<file path="src/rtl/microwave_pkg.sv">
// Shared constants for the microwave cook-timer: FSM state codes and BCD digit limits.
package microwave_pkg;

    localparam int STATE_W = 3;

    localparam logic [STATE_W-1:0] IDLE  = 3'd0;
    localparam logic [STATE_W-1:0] COOK  = 3'd1;
    localparam logic [STATE_W-1:0] PAUSE = 3'd2;
    localparam logic [STATE_W-1:0] DONE  = 3'd3;

    localparam logic [3:0] BCD_MAX_ONES = 4'd9;
    localparam logic [3:0] BCD_MAX_TENS = 4'd5;

endpackage

</file>
<file path="src/rtl/mmss_bcd_down.sv">
// Four-digit BCD mm:ss register: left-shift keypad load and one-second decrement with borrow.
module mmss_bcd_down
    import microwave_pkg::*;
(
    input  logic       clk,
    input  logic       rst,
    input  logic       clr,
    input  logic       shift_en,
    input  logic [3:0] shift_digit,
    input  logic       dec_en,
    output logic [3:0] min_tens,
    output logic [3:0] min_ones,
    output logic [3:0] sec_tens,
    output logic [3:0] sec_ones,
    output logic       is_zero
);

    assign is_zero = (min_tens == 4'd0) && (min_ones == 4'd0) &&
                     (sec_tens == 4'd0) && (sec_ones == 4'd0);

    // NOTE: clocked state is updated with non-blocking (<=) assignments so every
    // register samples the pre-edge values, independent of statement order.
    always_ff @(posedge clk) begin
        if (rst || clr) begin
            min_tens <= 4'd0;
            min_ones <= 4'd0;
            sec_tens <= 4'd0;
            sec_ones <= 4'd0;
        end else if (shift_en) begin
            min_tens <= min_ones;
            min_ones <= sec_tens;
            sec_tens <= sec_ones;
            sec_ones <= shift_digit;
        end else if (dec_en && !is_zero) begin
            // Borrow ripples leftwards only while the lower digit is already zero.
            if (sec_ones != 4'd0) begin
                sec_ones <= sec_ones - 4'd1;
            end else begin
                sec_ones <= BCD_MAX_ONES;
                if (sec_tens != 4'd0) begin
                    sec_tens <= sec_tens - 4'd1;
                end else begin
                    sec_tens <= BCD_MAX_TENS;
                    if (min_ones != 4'd0) begin
                        min_ones <= min_ones - 4'd1;
                    end else begin
                        min_ones <= BCD_MAX_ONES;
                        min_tens <= min_tens - 4'd1;
                    end
                end
            end
        end
    end

endmodule

</file>
<file path="src/rtl/cook_timer_ctrl.sv">
// Magnetron sequencer: keypad time entry, 1 Hz countdown, start/stop/clear/door FSM.
module cook_timer_ctrl
    import microwave_pkg::*;
#(
    parameter int TICK_DIV = 50_000_000
) (
    input  logic               clk,
    input  logic               rst,
    input  logic               starn,
    input  logic               stopn,
    input  logic               clearn,
    input  logic               door_closed,
    input  logic               digit_valid,
    input  logic [3:0]         digit,
    output logic               mag_on,
    output logic               timer_done,
    output logic [3:0]         min_tens,
    output logic [3:0]         min_ones,
    output logic [3:0]         sec_tens,
    output logic [3:0]         sec_ones,
    output logic [STATE_W-1:0] state
);

    localparam int TICK_W = $clog2(TICK_DIV);
    localparam logic [TICK_W-1:0] TICK_LAST = TICK_W'(TICK_DIV - 1);

    logic               starn_q, stopn_q, clearn_q;
    logic               start_press, stop_press, clear_press;
    logic [TICK_W-1:0]  tick_cnt;
    logic               tick_term;
    logic               time_zero, time_one;
    logic [STATE_W-1:0] state_next;
    logic               dig_clr, dig_shift, dig_dec;
    logic               tick_clr, tick_run;

    assign start_press = starn_q  & ~starn;
    assign stop_press  = stopn_q  & ~stopn;
    assign clear_press = clearn_q & ~clearn;
    assign tick_term   = (tick_cnt == TICK_LAST);
    assign time_one    = (min_tens == 4'd0) && (min_ones == 4'd0) &&
                         (sec_tens == 4'd0) && (sec_ones == 4'd1);

    // NOTE: every signal driven here gets a default first, so no path leaves
    // it unassigned and no latch is inferred.
    always_comb begin
        state_next = state;
        dig_clr    = 1'b0;
        dig_shift  = 1'b0;
        dig_dec    = 1'b0;
        tick_clr   = 1'b0;
        tick_run   = 1'b0;
        case (state)
            IDLE: begin
                if (clear_press) begin
                    dig_clr = 1'b1;
                end else begin
                    dig_shift = digit_valid && (digit <= BCD_MAX_ONES) &&
                                (sec_ones <= BCD_MAX_TENS);
                    if (start_press && door_closed && !time_zero) begin
                        state_next = COOK;
                        tick_clr   = 1'b1;
                    end
                end
            end
            COOK: begin
                if (clear_press) begin
                    state_next = IDLE;
                    dig_clr    = 1'b1;
                end else if (stop_press || !door_closed) begin
                    state_next = PAUSE;
                end else begin
                    tick_run = 1'b1;
                    dig_dec  = tick_term;
                    if (tick_term && time_one) state_next = DONE;
                end
            end
            PAUSE: begin
                if (clear_press) begin
                    state_next = IDLE;
                    dig_clr    = 1'b1;
                end else if (!stop_press && start_press && door_closed) begin
                    state_next = COOK;
                end
            end
            DONE: begin
                if (clear_press || start_press || !door_closed) state_next = IDLE;
            end
            default: state_next = IDLE;
        endcase
    end

    always_ff @(posedge clk) begin
        if (rst) begin
            state    <= IDLE;
            tick_cnt <= '0;
            starn_q  <= 1'b1;
            stopn_q  <= 1'b1;
            clearn_q <= 1'b1;
        end else begin
            state    <= state_next;
            starn_q  <= starn;
            stopn_q  <= stopn;
            clearn_q <= clearn;
            if (tick_clr)
                tick_cnt <= '0;
            else if (tick_run)
                tick_cnt <= tick_term ? '0 : tick_cnt + 1'b1;
        end
    end

    mmss_bcd_down u_digits (
        .clk         (clk),
        .rst         (rst),
        .clr         (dig_clr),
        .shift_en    (dig_shift),
        .shift_digit (digit),
        .dec_en      (dig_dec),
        .min_tens    (min_tens),
        .min_ones    (min_ones),
        .sec_tens    (sec_tens),
        .sec_ones    (sec_ones),
        .is_zero     (time_zero)
    );

    // Door switch gates the magnetron combinationally for zero-latency cutoff.
    assign mag_on     = (state == COOK) && door_closed;
    assign timer_done = (state == DONE);

endmodule

</file>
<file path="config.mk">
export PLATFORM = sky130hd
export DESIGN_NAME = cook_timer_ctrl
export DESIGN_NICKNAME = d
export VERILOG_FILES = /design/src/rtl/microwave_pkg.sv /design/src/rtl/mmss_bcd_down.sv /design/src/rtl/cook_timer_ctrl.sv
export SDC_FILE = /design/constraint.sdc
export NUM_CORES = 1
export LEC_CHECK = 0
export CELL_PAD_IN_SITES_DETAIL_PLACEMENT = 1
export CELL_PAD_IN_SITES_GLOBAL_PLACEMENT = 2
export CORE_MARGIN = 10
export CORE_UTILIZATION = 35
export CTS_CLUSTER_DIAMETER = 50
export DETAILED_ROUTE_END_ITERATION = 7
export PLACE_DENSITY = 0.85
export SLEW_MARGIN = 20
export SYNTH_ARGS = -nofsm -noshare
export SYNTH_HDL_FRONTEND = slang
export SYNTH_HIERARCHICAL = 1
export SYNTH_SLANG_ARGS = --single-unit
</file>
<file path="constraint.sdc">
create_clock -name clk -period 8.7 [get_ports clk]
set_clock_uncertainty 0.1 [all_clocks]
set_input_delay 2.61 -clock clk [delete_from_list [all_inputs] [get_ports clk]]
set_output_delay 2.61 -clock clk [all_outputs]
set_load 0.01 [all_outputs]
</file>
# --- Yosys cells after proc, flatten, opt, wreduce, memory -nomap -nowiden ---
# Index checks and enable logic that the tools add are counted.
totals:
  regBits: 48
  out_inout_bits: 21
  elab_cells: 110
classes:
  addsub: 5
  order_cmp: 2
  n_eq_ne: 13
  n_mux: 40
  bitwise_logic: 6
  n_reduce_logical: 35
ops:
  columns: ["op", "count"]
  rows:
  - ["4-bit two-way mux", 17]
  - ["26-bit by 1-bit adder with 26-bit output (second input constant)", 1]
  - ["26-bit equality test (second input constant)", 1]
  - ["26-bit two-way mux", 1]
  - ["3-bit two-way mux", 8]
  - ["4-bit logical NOT", 4]
  - ["4-bit by 1-bit subtractor with 4-bit output (second input constant)", 4]
  - ["1-bit logical AND", 13]
  - ["1-bit two-way mux", 13]
  - ["3-bit case mux with 4 select lines", 1]
  - ["4-bit nonzero test", 3]
  - ["2-bit != test (second input constant)", 5]
  - ["3-bit by 2-bit equality test with 1-bit output (second input constant)", 2]
  - ["5-bit AND reduction", 1]
  - ["4-bit by 1-bit equality test with 1-bit output (second input constant)", 1]
  - ["4-bit by 3-bit <= comparator with 1-bit output (second input constant)", 1]
  - ["4-bit <= comparator (second input constant)", 1]
  - ["1-bit logical OR", 4]
  - ["4-bit != test (second input constant)", 1]
  - ["4-bit AND reduction", 1]
  - ["1-bit AND", 3]
  - ["3-bit by 1-bit equality test with 1-bit output (second input constant)", 1]
  - ["1-bit logical NOT", 3]
  - ["3-bit logical NOT", 1]
  - ["8 further kinds", 10]

# --- Longest topological paths before layout ---
logic_depth:
  ltp_word: 10
  depth_mapped: 9
  depth_no_buf: 9

# --- Hierarchy ---
# Netlist, hierarchy kept.
by_module_without_submodules:
  columns: ["mod", "instances", "cells_each", "area_per_inst_um2", "seq_area_each_um2"]
  rows:
  - ["cook_timer_ctrl", 1, 198, 1624.1, 620.6]
  - ["mmss_bcd_down", 1, 117, 914.6, 320.3]

# --- Least setup slack after synthesis ---
# No wires, ideal clock.
synth_timing:
  path_kind: "input-to-output"
  from: "input port door_closed"
  to: "output port mag_on"
  arrival_ps: 2847
  path_slack_ps: 3143
  path_stages: 2
  cell_sequence: "inv_1 nor2_1"
synth_between:
  elab_chain_len: 1
synth_rtl:
  columns: ["item", "line", "rtl"]
  rows:
  - ["start: declaration", "cook_timer_ctrl.sv:12", "input logic door_closed,"]
  - ["1-bit logical AND", "cook_timer_ctrl.sv:126", "assign mag_on = (state == COOK) && door_closed;"]
  - ["end: declaration", "cook_timer_ctrl.sv:15", "output logic mag_on,"]
# No other way between the ends.

# --- Worst setup path in the final report ---
# Same ends and word-level chain as after synthesis.

==> flow_summary.yaml <==
outcome:
  run_status: "finished, final reports clean"
global_route:
  grt_antenna_before_repair: 0
  grt.overflow.total: 0
  via_count_of_the_first_global_routing_pass: 2385
  grt_pass1_wl_mm: 11.8
  global_route.usage.total: 0.125
  maximum_number_of_pins_on_one_net_before_global_route_repair: 27
yosys:
  count_of_yosys_warnings_during_synthesis: 6
  asyncSetResetFlopFracSynth: 0
  synth_cell_types: 46
  postSynthCellCount: 315
  synth.ff_latch_count: 47
  syn-num-nets: 329
  yosys-top-cells-area: "sky130_fd_sc_hd__dfxtp_1 (37%), sky130_fd_sc_hd__xnor2_1 (7.6%), sky130_fd_sc_hd__nor2_1 (6.5%)"
  netlist.top_cell.by_area: "sky130_fd_sc_hd__dfxtp_1"
  synth-seq-area-share: 0.371
  yosys.area.top_type_share: 0.371
  syn-cell-area_um2: 2540
  dominantRegCellSynth: "sky130_fd_sc_hd__dfxtp_1"
  library_cell_with_the_highest_instance_count_after_synthesis: "sky130_fd_sc_hd__dfxtp_1"
  syn_avg_cell_area_um2: 8.06
  top_post_synthesis_cells_by_count: "sky130_fd_sc_hd__dfxtp_1 (47), sky130_fd_sc_hd__nor2_1 (44), sky130_fd_sc_hd__xnor2_1 (22)"
  synth_edf_count: 0
cells_and_area:
  multi_input_area_um2: 1510
  n_fill_cell: 864
  register_area_um2: 941
  design.final.nets: 354
  insertedDiodeCount: 0
  area_growth_syn_to_layout_pct: 18.1
  fraction_of_final_layout_cells_with_drive_strength_greater_than_1: 0.0821
clock_network:
  post_cts_buffers: 0
  worst_setup_hold_path_clk_slew_ns: 0.09
  cts_num_sinks: 47
  cts-root-buf: "sky130_fd_sc_hd__clkbuf_8"
  cts_resized: 0
  cts_htree_levels: 2
  tritoncts.num_buffers: 5
  cts_tree: "built"
  clk-insertion-delay-late_ns: 0.30
  cts_max_path_buffers: 2
  total_of_hold_buffers_inserted_after_clock_tree_synthesis: 0
critical_path:
  worst_path_largest_cell_delay_ns: 0.55
  critical_path.cell_chain: "clkdlybuf4s50_1 -> inv_1 -> nor2_1 -> clkdlybuf4s50_1"
  timing_worst_setup_path_type: "in2out"
  worst-r2r-cell-count: 9
  timing.critical_path.buf_inv: 3
  worst-r2r-setup-slack_ns: 5.51
  timing.critical_path.max_delay_family: "buffers and inverters"
  timing.critical_path.to_type: "output pin"
  crit-reg2reg-launch: "tick_cnt[0]$_SDFFE_PP0P_"
  worst_ep_required_time_ns: 5.99
  worst-path-max-fanout: 5
  worst_setup_path_start_kind: "input port"
  slowest_stage: "sky130_fd_sc_hd__clkdlybuf4s50_1"
  most_prevalent_standard_cell_on_the_critical_path: "sky130_fd_sc_hd__clkdlybuf4s50_1"
  capture_instance_of_the_worst_register_to_register_path: "u_digits/min_tens[2]$_SDFFE_PP0P_"
  timing.critical_path.arrival_ns: 3.93
pwr:
  cellPowerDensity_nw_per_um2: 140
  irDropWorstVdd_mv: 0.0649
  p_leak_nw: 0.914
min_path:
  hold_class: "reg2reg"
  hold_path_startpoint: "tick_cnt[1]$_SDFFE_PP0P_"
  whs_endpoint: "tick_cnt[1]$_SDFFE_PP0P_"
  worstHoldPathCells: 2
floorplan:
  io-pin-count: 32
  floorplan.die.height_um: 105
  initial_core_util: 0.368
  placeableCoreArea_um2: 6910
  fp-row-count: 30
  dieWidth_um: 105
  fp.dieArea_um2: 11100
run:
  number_of_max_capacitance_violations_reported: 0
detailed_routing:
  vias_per_cell: 5.51
  wire_per_inst_um: 16.3
  drtPass1Iterations: 4
  detail-route-antenna-nets: 0
  wirelength_mm: 7.14
  via_count: 2406
  post-route-drc-count: 0
  drt_iter0_drc: 95
sta:
  finalCriticalPeriod_ns: 6.64
  hold_slack_ns: 0.432
  report.final.setup_viol: 0
  slew_headroom: 0.342
  timing.final.max_slew_violations: 0
  final_min_period_over_clock_period: 0.763
  setup_slack_ns: 2.06
  totalNegativeSetupSlack_ns: 0
  fmax_ghz: 0.151
  timing.final.hold_violations: 0
  rsz0062_at_grt: "false"
  worst_pin_slew_ns: 0.987
placed_design:
  place_congestion: 0.843
  port_buffers: 30
  placement.setup.worst_slack_ns: 2.06
  hpwlAfterDp_mm: 5.09
-- sequential cells by signal, summed over array words and instances (netlist names) --
name	cells
clearn_q	1
starn_q	1
state	2
stopn_q	1
tick_cnt	26
u_digits/min_ones	4
u_digits/min_tens	4
u_digits/sec_ones	4
u_digits/sec_tens	4
-- routing by layer --
layer  up-vias  wire [µm]  track usage  part of all wire
li1       1182          -            -                 -
met1      1180       3590        0.166              0.50
met2        36       3220        0.199              0.45
met3         8        245       0.0301             0.034
met4         0         82       0.0324             0.011
met5         -          0            0                 0
-- cell families after synthesis --
logic type      share of synthesized area
fa+ha+maj                          0.0148
flops                               0.371
simple gates                        0.357
other cells                       0.00148
xor+xnor                           0.0966
compound gates                      0.113
buf+inv                            0.0384
mux                               0.00789
-- worst register-to-register path, delay by kind of cell (launching register included) --
kind,cells,cell delay [ns]
buffers and inverters,1,0.14
AND/OR/NAND/NOR,5,1.83
adder cells (fa/ha/maj),1,0.27
XOR/XNOR,1,0.17
flip-flops,1,0.44
AO/OA/AOI/OAI,1,0.09
-- per-stage QoR --
stage	cells	instance area, µm²	power (mW)	util
floorplan	315	2540	0.267	-
global placement	429	2900	0.291	0.420
detailed placement	429	2900	0.292	0.420
CTS	437	2990	0.425	0.433
global route	437	3000	0.441	0.434
finish	437	3000	0.421	0.434
-- power breakdown --
part	total (mW)	switching, mW	internal, mW
Sequential	0.228	0.00838	0.219
Clock	0.134	0.0782	0.0561
Combinational	0.0590	0.0335	0.0255
-- how the worst max path moves through the flow --
| stage | from | endpoint | slack, ns | cells past startpoint |
|---|---|---|---|---|
| 2_1_floorplan | door_closed | mag_on | 3.14 | 2 |
| 3_3_place_gp | door_closed | mag_on | 2.09 | 4 |
| 3_5_place_dp | door_closed | mag_on | 2.06 | 4 |
| 4_1_cts | door_closed | mag_on | 2.05 | 4 |
| 5_1_grt | door_closed | mag_on | 1.95 | 4 |
| 6_report | door_closed | mag_on | 2.06 | 4 |
-- area by class of cell --
cell class	instances	area share
clock buffers	5	0.0230
flip-flops and latches	47	0.314
repair buffers	31	0.103
inverters	9	0.0113
multi-input cells	246	0.503
clock inverters	3	0.00668
well taps	96	0.0401
-- layout by cell type, fill, tap and decap left out, drive strengths merged, types with 3 or more instances in the layout --
cell type	Yosys	routed
dfxtp	47	47
nor2	44	44
clkdlybuf4s50	0	30
xnor2	22	22
nor3	21	21
nor4	19	19
nand2	18	18
o21ai	18	18
a21oi	16	16
nand3	15	15
inv	9	9
or4	9	9
nand4	8	8
xor2	6	6
nand2b	6	6
a31oi	5	5
clkbuf	7	5
or2	5	5
and4	5	5
a211oi	4	4
nor3b	3	3
ha	3	3
(Power assumes the default switching activity.)
